## src/rtl/rgb_led_scheduler_if.sv

```systemverilog
// Request/grant bundle shared by the two LED requesters and the scheduler.
interface rgb_led_scheduler_if #(
  parameter int PWM_W = 8
);
  logic               req_hi;
  logic [3*PWM_W-1:0] color_hi;
  logic               req_lo;
  logic [3*PWM_W-1:0] color_lo;
  logic               gnt_hi;
  logic               gnt_lo;

  modport master (
    output req_hi, color_hi, req_lo, color_lo,
    input  gnt_hi, gnt_lo
  );

  modport slave (
    input  req_hi, color_hi, req_lo, color_lo,
    output gnt_hi, gnt_lo
  );
endinterface

```

## src/rtl/rgb_led_scheduler.sv

```systemverilog
// Power sequencing, two-way priority arbitration and PWM generation for the
// SB_RGBA_DRV RGB LED driver.
module rgb_led_scheduler #(
  parameter int PWM_W        = 8,
  parameter int PRESCALE     = 64,
  parameter int WARMUP_CYC   = 4096,
  parameter int IDLE_PERIODS = 256
) (
  input  logic                hw_clk,
  input  logic                rst_n,
  rgb_led_scheduler_if.slave  bus,
  output logic                curren,
  output logic                rgbleden,
  output logic                pwm_red,
  output logic                pwm_green,
  output logic                pwm_blue,
  output logic                ready
);

  localparam int PRE_W  = (PRESCALE > 1)     ? $clog2(PRESCALE)     : 1;
  localparam int WARM_W = (WARMUP_CYC > 1)   ? $clog2(WARMUP_CYC)   : 1;
  localparam int IDLE_W = (IDLE_PERIODS > 1) ? $clog2(IDLE_PERIODS) : 1;

  localparam logic [PRE_W-1:0]  PRE_LAST  = PRE_W'(PRESCALE - 1);
  localparam logic [WARM_W-1:0] WARM_LAST = WARM_W'(WARMUP_CYC - 1);
  localparam logic [IDLE_W-1:0] IDLE_LAST = IDLE_W'(IDLE_PERIODS - 1);
  localparam logic [PWM_W-1:0]  CNT_LAST  = '1;

  typedef enum logic [1:0] {OFF, WARMUP, IDLE, SHOW} state_t;

  state_t             state, state_nx;
  logic [PRE_W-1:0]   pre_cnt;
  logic [PWM_W-1:0]   pwm_cnt;
  logic [WARM_W-1:0]  warm_cnt, warm_cnt_nx;
  logic [IDLE_W-1:0]  idle_cnt, idle_cnt_nx;
  logic               owner_hi, owner_hi_nx;
  logic [3*PWM_W-1:0] duty, duty_nx;
  logic               tick;
  logic               boundary;
  logic [2:0]         pwm_q;

  assign tick     = (state != OFF) && (pre_cnt == PRE_LAST);
  assign boundary = tick && (pwm_cnt == CNT_LAST);

  always_ff @(posedge hw_clk or negedge rst_n) begin
    if (!rst_n) begin
      pre_cnt <= '0;
      pwm_cnt <= '0;
    end else if (state == OFF) begin
      pre_cnt <= '0;
      pwm_cnt <= '0;
    end else if (tick) begin
      pre_cnt <= '0;
      pwm_cnt <= pwm_cnt + 1'b1;
    end else begin
      pre_cnt <= pre_cnt + 1'b1;
    end
  end

  always_ff @(posedge hw_clk or negedge rst_n) begin
    if (!rst_n) begin
      state    <= OFF;
      warm_cnt <= '0;
      idle_cnt <= '0;
      owner_hi <= 1'b0;
      duty     <= '0;
    end else begin
      state    <= state_nx;
      warm_cnt <= warm_cnt_nx;
      idle_cnt <= idle_cnt_nx;
      owner_hi <= owner_hi_nx;
      duty     <= duty_nx;
    end
  end

  // Arbitration and colour latching happen only at period boundaries, so a
  // period is never cut short and duty changes are glitch-free.
  always_comb begin
    state_nx    = state;
    warm_cnt_nx = warm_cnt;
    idle_cnt_nx = idle_cnt;
    owner_hi_nx = owner_hi;
    duty_nx     = duty;
    case (state)
      OFF: begin
        warm_cnt_nx = '0;
        if (bus.req_hi || bus.req_lo) begin
          state_nx = WARMUP;
        end
      end
      WARMUP: begin
        if (warm_cnt == WARM_LAST) begin
          state_nx    = IDLE;
          idle_cnt_nx = '0;
        end else begin
          warm_cnt_nx = warm_cnt + 1'b1;
        end
      end
      IDLE, SHOW: begin
        if (boundary) begin
          if (bus.req_hi) begin
            state_nx    = SHOW;
            owner_hi_nx = 1'b1;
            duty_nx     = bus.color_hi;
          end else if (bus.req_lo) begin
            state_nx    = SHOW;
            owner_hi_nx = 1'b0;
            duty_nx     = bus.color_lo;
          end else if (state == SHOW) begin
            state_nx    = IDLE;
            idle_cnt_nx = '0;
            duty_nx     = '0;
          end else if (idle_cnt == IDLE_LAST) begin
            state_nx = OFF;
          end else begin
            idle_cnt_nx = idle_cnt + 1'b1;
          end
        end
      end
      default: state_nx = OFF;
    endcase
  end

  always_ff @(posedge hw_clk or negedge rst_n) begin
    if (!rst_n) begin
      pwm_q <= '0;
    end else if (state == SHOW) begin
      pwm_q <= {pwm_cnt < duty[3*PWM_W-1 -: PWM_W],
                pwm_cnt < duty[2*PWM_W-1 -: PWM_W],
                pwm_cnt < duty[PWM_W-1 -: PWM_W]};
    end else begin
      pwm_q <= '0;
    end
  end

  // Gating with SHOW blanks the stale registered sample when leaving SHOW.
  assign pwm_red    = pwm_q[2] & (state == SHOW);
  assign pwm_green  = pwm_q[1] & (state == SHOW);
  assign pwm_blue   = pwm_q[0] & (state == SHOW);

  assign curren     = (state != OFF);
  assign rgbleden   = (state == IDLE) || (state == SHOW);
  assign ready      = rgbleden;
  assign bus.gnt_hi = (state == SHOW) && owner_hi;
  assign bus.gnt_lo = (state == SHOW) && !owner_hi;

endmodule

```

## src/flat_wrapper.sv

```systemverilog
// flat-port wrapper written by rule: the top's interface ports become plain ports
module rgb_led_scheduler_flat 
#(
  parameter int PWM_W        = 8,
  parameter int PRESCALE     = 64,
  parameter int WARMUP_CYC   = 4096,
  parameter int IDLE_PERIODS = 256
)
  (hw_clk, rst_n, curren, rgbleden, pwm_red, pwm_green, pwm_blue, ready, bus_req_hi, bus_color_hi, bus_req_lo, bus_color_lo, bus_gnt_hi, bus_gnt_lo);
  rgb_led_scheduler_if #(.PWM_W(PWM_W)) bus_i ();
  input  logic hw_clk;
  input  logic rst_n;
  output logic curren;
  output logic rgbleden;
  output logic pwm_red;
  output logic pwm_green;
  output logic pwm_blue;
  output logic ready;
  input wire logic [$bits(bus_i.req_hi)-1:0] bus_req_hi;
  input wire logic [$bits(bus_i.color_hi)-1:0] bus_color_hi;
  input wire logic [$bits(bus_i.req_lo)-1:0] bus_req_lo;
  input wire logic [$bits(bus_i.color_lo)-1:0] bus_color_lo;
  output wire logic [$bits(bus_i.gnt_hi)-1:0] bus_gnt_hi;
  output wire logic [$bits(bus_i.gnt_lo)-1:0] bus_gnt_lo;
  assign bus_i.req_hi = bus_req_hi;
  assign bus_i.color_hi = bus_color_hi;
  assign bus_i.req_lo = bus_req_lo;
  assign bus_i.color_lo = bus_color_lo;
  assign bus_gnt_hi = bus_i.gnt_hi;
  assign bus_gnt_lo = bus_i.gnt_lo;
  rgb_led_scheduler #(.PWM_W(PWM_W), .PRESCALE(PRESCALE), .WARMUP_CYC(WARMUP_CYC), .IDLE_PERIODS(IDLE_PERIODS)) u_core (.hw_clk(hw_clk), .rst_n(rst_n), .bus(bus_i), .curren(curren), .rgbleden(rgbleden), .pwm_red(pwm_red), .pwm_green(pwm_green), .pwm_blue(pwm_blue), .ready(ready));
endmodule
```

## config.mk

```make
export PLATFORM = sky130hd
export DESIGN_NAME = rgb_led_scheduler_flat
export DESIGN_NICKNAME = d
export VERILOG_FILES = /design/src/rtl/rgb_led_scheduler_if.sv /design/src/rtl/rgb_led_scheduler.sv /design/src/flat_wrapper.sv
export SDC_FILE = /design/constraint.sdc
export NUM_CORES = 1
export LEC_CHECK = 0
export CORE_ASPECT_RATIO = 1.25
export CORE_MARGIN = 2
export CORE_UTILIZATION = 40
export DETAILED_ROUTE_END_ITERATION = 8
export PLACE_DENSITY = 0.68
export SLEW_MARGIN = 20
export SYNTH_ARGS = -nofsm -noshare
export SYNTH_HDL_FRONTEND = slang
export SYNTH_SLANG_ARGS = --single-unit
export TNS_END_PERCENT = 5
```

## constraint.sdc

```tcl
create_clock -name hw_clk -period 3.57 [get_ports hw_clk]
set_input_delay 0.5355 -clock hw_clk [delete_from_list [all_inputs] [get_ports hw_clk]]
set_output_delay 0.5355 -clock hw_clk [all_outputs]
set_load 0.01 [all_outputs]
```

==> summary.md <==
| Metric | Value |
|---|---|
| Detailed-route via count | 3129 |
| FFs w/ async S/R, synth | 100% |
| Worst skew pair latency | 0.33 ns |
| Placed instance count | 572 |
| Pwr/cell area | 386 mW/mm² |
| Clock power share | 49.4% |
| Vias/cell | 5.32 |
| Reg-to-Reg End | u_core.idle_cnt[2]$_DFFE_PN0P_ |
| Yosys warnings | 0 |
| Switching share of power | 22.7% |
| DRC viols | 0 |
| Std-Cell Rows | 39 |
| Reg2Reg Launch Point | u_core.pre_cnt[0]$_DFF_PN0_ |
| Dpl hpwl | 6.19 mm |
| Fin nets | 537 |
| Total Wirelength | 8.41 mm |
| Clock-pin slew on the worst setup and hold paths | 0.06 ns |
| CP Capture Point | u_core.idle_cnt[2]$_DFFE_PN0P_ |
| Post_cts resized | 0 |
| Slew HR | 48.5% |
| DP Area | 0.00435 mm² |
| Post-Syn Area | 0.00365 mm² |
| Inserted Clock Buffers | 9 |
| Tot GR Track Use | 18.4% |
| Filler instances | 859 |
| Critical Path Start Type | register |
| Combinational Power Share | 8.4% |
| Multi-input gate area | 0.00187 mm² |
| Worst Setup Path Type | register to register |
| DR pass1 iterations | 4 |
| Hold buffer count at cts | 0 |
| Share of cells above drive strength 1 | 6.45% |
| Crit path launch | u_core.pre_cnt[0]$_DFF_PN0_ |
| DR iter-0 viols | 154 |
| Slowest CP cell | or4_1 |
| Worst Tran Pin Value | 0.773 ns |
| Largest vdd supply drop | 0.000216 V |
| Worst-path maximum fanout | 8 |
| Wire length per cell | 14.3 µm |
| Setup ws final | 0.908 ns |
| Net Sw Power | 0.408 mW |
| Area Overhead vs Synth | 27.5% |
| Pin count of the biggest net entering global routing | 49 |
| Die H | 111 µm |
| RSZ-0062 raised after global routing | no |
| Final Skew | 0.00702 ns |
| Synth Register Bits | 64 |
| Arr. time, crit path | 2.87 ns |
| Number of global-route vias before repair | 3155 |
| Commonest cells post-synth | dfrtp_1 (64), nand2_1 (53), o21ai_0 (35) |
| GRT overflow | 0 |
| CP endpoint kind | register |
| Top area cells in the synthesized netlist | dfrtp_1 (44%), ha_1 (8.6%), nand2_1 (5.4%), a22oi_1 (4.9%), o21ai_0 (4.8%) |
| Max stage delay on crit path | 0.63 ns |
| Critical-path cell list | ha_1 -> nand3_2 -> or4_4 -> or4_1 -> a21o_1 -> a221o_1 |
| Die ar. | 0.00992 mm² |
| RePlAce Congestion | 0.868 |
| MaxCap Viol Count | 0 |
| Die X | 89.5 µm |
| Leakage | 2.16 nW |
| Worst min path class | input pin to async pin |
| Buffers on Ports | 59 |
| Final Non-Filler Cells | 588 |
| Largest area contributor in the netlist | dfrtp_1 |
| CTS Sinks | 64 |
| Post-Syn Area per Cell | 9.02 µm² |
| Antenna diodes | 0 |
| Min cycle time layout | 2.66 ns |
| WP data required | 3.78 ns |
| Initial antenna violation count | 0 |
| Dpl ws | 0.904 ns |
| Post-CTS Setup Bufs | 0 |
| Pint | 1.39 mW |
| Clk root buf | clkbuf_16 |
| Power share of the sequential group | 42.2% |
| Ys flop type | dfrtp_1 |
| Register Area | 0.00160 mm² |
| Syn_nets | 482 |
| Max-slew violation count | 0 |
| TritonCTS clock tree | yes |
| Final period utilization | 74.6% |
| Worst-case reg-to-reg path depth | 6 |
| Core ar. | 0.00903 mm² |
| FF-to-FF setup slack | 0.91 ns |
| CTS max path bufs | 2 |
| Sequential share of the synthesized area | 43.8% |
| Initial Util | 40.5% |
| Post-synth top area share | 43.8% |
| Final hold vios | 0 |
| First-pass GRT wire length | 14.4 mm |
| Status | finished clean |
| Synth cell types | 48 |
| Gate Count Post-Synth | 405 |
| Setup violators final | 0 |
| Final Power | 1.80 mW |
| Setup TNS | 0 ns |
| H-tree Lvls | 3 |
| Most common cell in the netlist | dfrtp_1 |
| Achievable frequency | 376 MHz |
| Finished Cell Area | 0.00466 mm² |
| Num ports | 60 |
| EDFF count, synth | 0 |
| Antenna-violating nets left | 0 |
[area by class of cell]
class	count	area share, %
Multi-Input combinational cell	294	40.2
Sequential cell	64	34.4
Timing Repair Buffer	64	13.4
Clock buffer	10	5.13
Tap cell	123	3.30
Inverter	27	2.18
Clock inverter	6	1.48
[cells by family after synthesis]
kind of cell / count (synthesis) / share of synthesized area, %
buf+inv: 47 / 4.96
mux: 3 / 0.856
xor+xnor: 8 / 1.92
compound gates: 104 / 18.7
fa+ha+maj: 25 / 8.56
simple gates: 154 / 21.2
flops: 64 / 43.8
[state kept, by name, indices dropped and copies added, names as in the netlist]
register	flops
u_core.owner_hi	1
u_core.warm_cnt	12
u_core.duty	24
u_core.idle_cnt	8
u_core.pre_cnt	6
u_core.pwm_q	3
u_core.state	2
u_core.pwm_cnt	8
[layout by cell type (no fill, tap or decap), types with 8 or more instances in the layout]
cell type        netlist  routed
dfrtp_1               64      64
clkdlybuf4s50_1        0      58
nand2_1               53      53
o21ai_0               35      35
inv_1                 27      27
ha_1                  25      25
nor2_1                24      24
a22oi_1               24      24
nand3_1               19      19
nand4_1               14      14
a21oi_1               13      13
a21o_1                10      10
and3_1                 9       9
clkbuf_16              0       9
nor3_1                 8       8
[layer usage]
metal	global-route usage [%]	vias up	share of wire, %
li1	-	1576	-
met5	0	-	0
met2	31.4	62	50
met1	22.6	1475	44
met3	3.20	16	3.2
met4	7.16	0	2.4
[critical path, delay by kind of cell, from the launching register on]
family | cells | cell delay [ns]
DFF | 1 | 0.37
and+or+nand+nor | 3 | 1.30
AOI/OAI and AO/OA | 2 | 0.65
adders and majority gates | 1 | 0.22
[stage by stage]
step	util (%)	hold slack, ns
final	51.6	0.282
after global placement	48.2	0.446
after detailed placement	48.2	0.465
after floorplan	-	0.240
after global routing	51.6	0.337
after CTS	51.6	0.303
[worst min-delay path by stage]
stage | start | endpoint | slack (ns) | depth (start not counted)
5_1_grt | rst_n | u_core.idle_cnt[1]$_DFFE_PN0P_ | 0.34 | 1
6_report | rst_n | u_core.idle_cnt[3]$_DFFE_PN0P_ | 0.28 | 1
3_5_place_dp | u_core.pre_cnt[0]$_DFF_PN0_ | u_core.pre_cnt[0]$_DFF_PN0_ | 0.47 | 1
2_1_floorplan | rst_n | u_core.duty[0]$_DFFE_PN0P_ | 0.24 | 0
3_3_place_gp | u_core.pre_cnt[0]$_DFF_PN0_ | u_core.pre_cnt[0]$_DFF_PN0_ | 0.45 | 1
4_1_cts | rst_n | u_core.duty[9]$_DFFE_PN0P_ | 0.30 | 1
[power groups by stage]
stage / Combinational, mW / Clock (mW) / Sequential [mW]
after floorplan: 0.0635 / 0 / 0.768
after global placement: 0.149 / 0 / 0.771
after detailed placement: 0.153 / 0 / 0.772
after CTS: 0.154 / 0.904 / 0.759
after global routing: 0.172 / 0.929 / 0.761
final: 0.151 / 0.889 / 0.759
(Power assumes the default switching activity.)
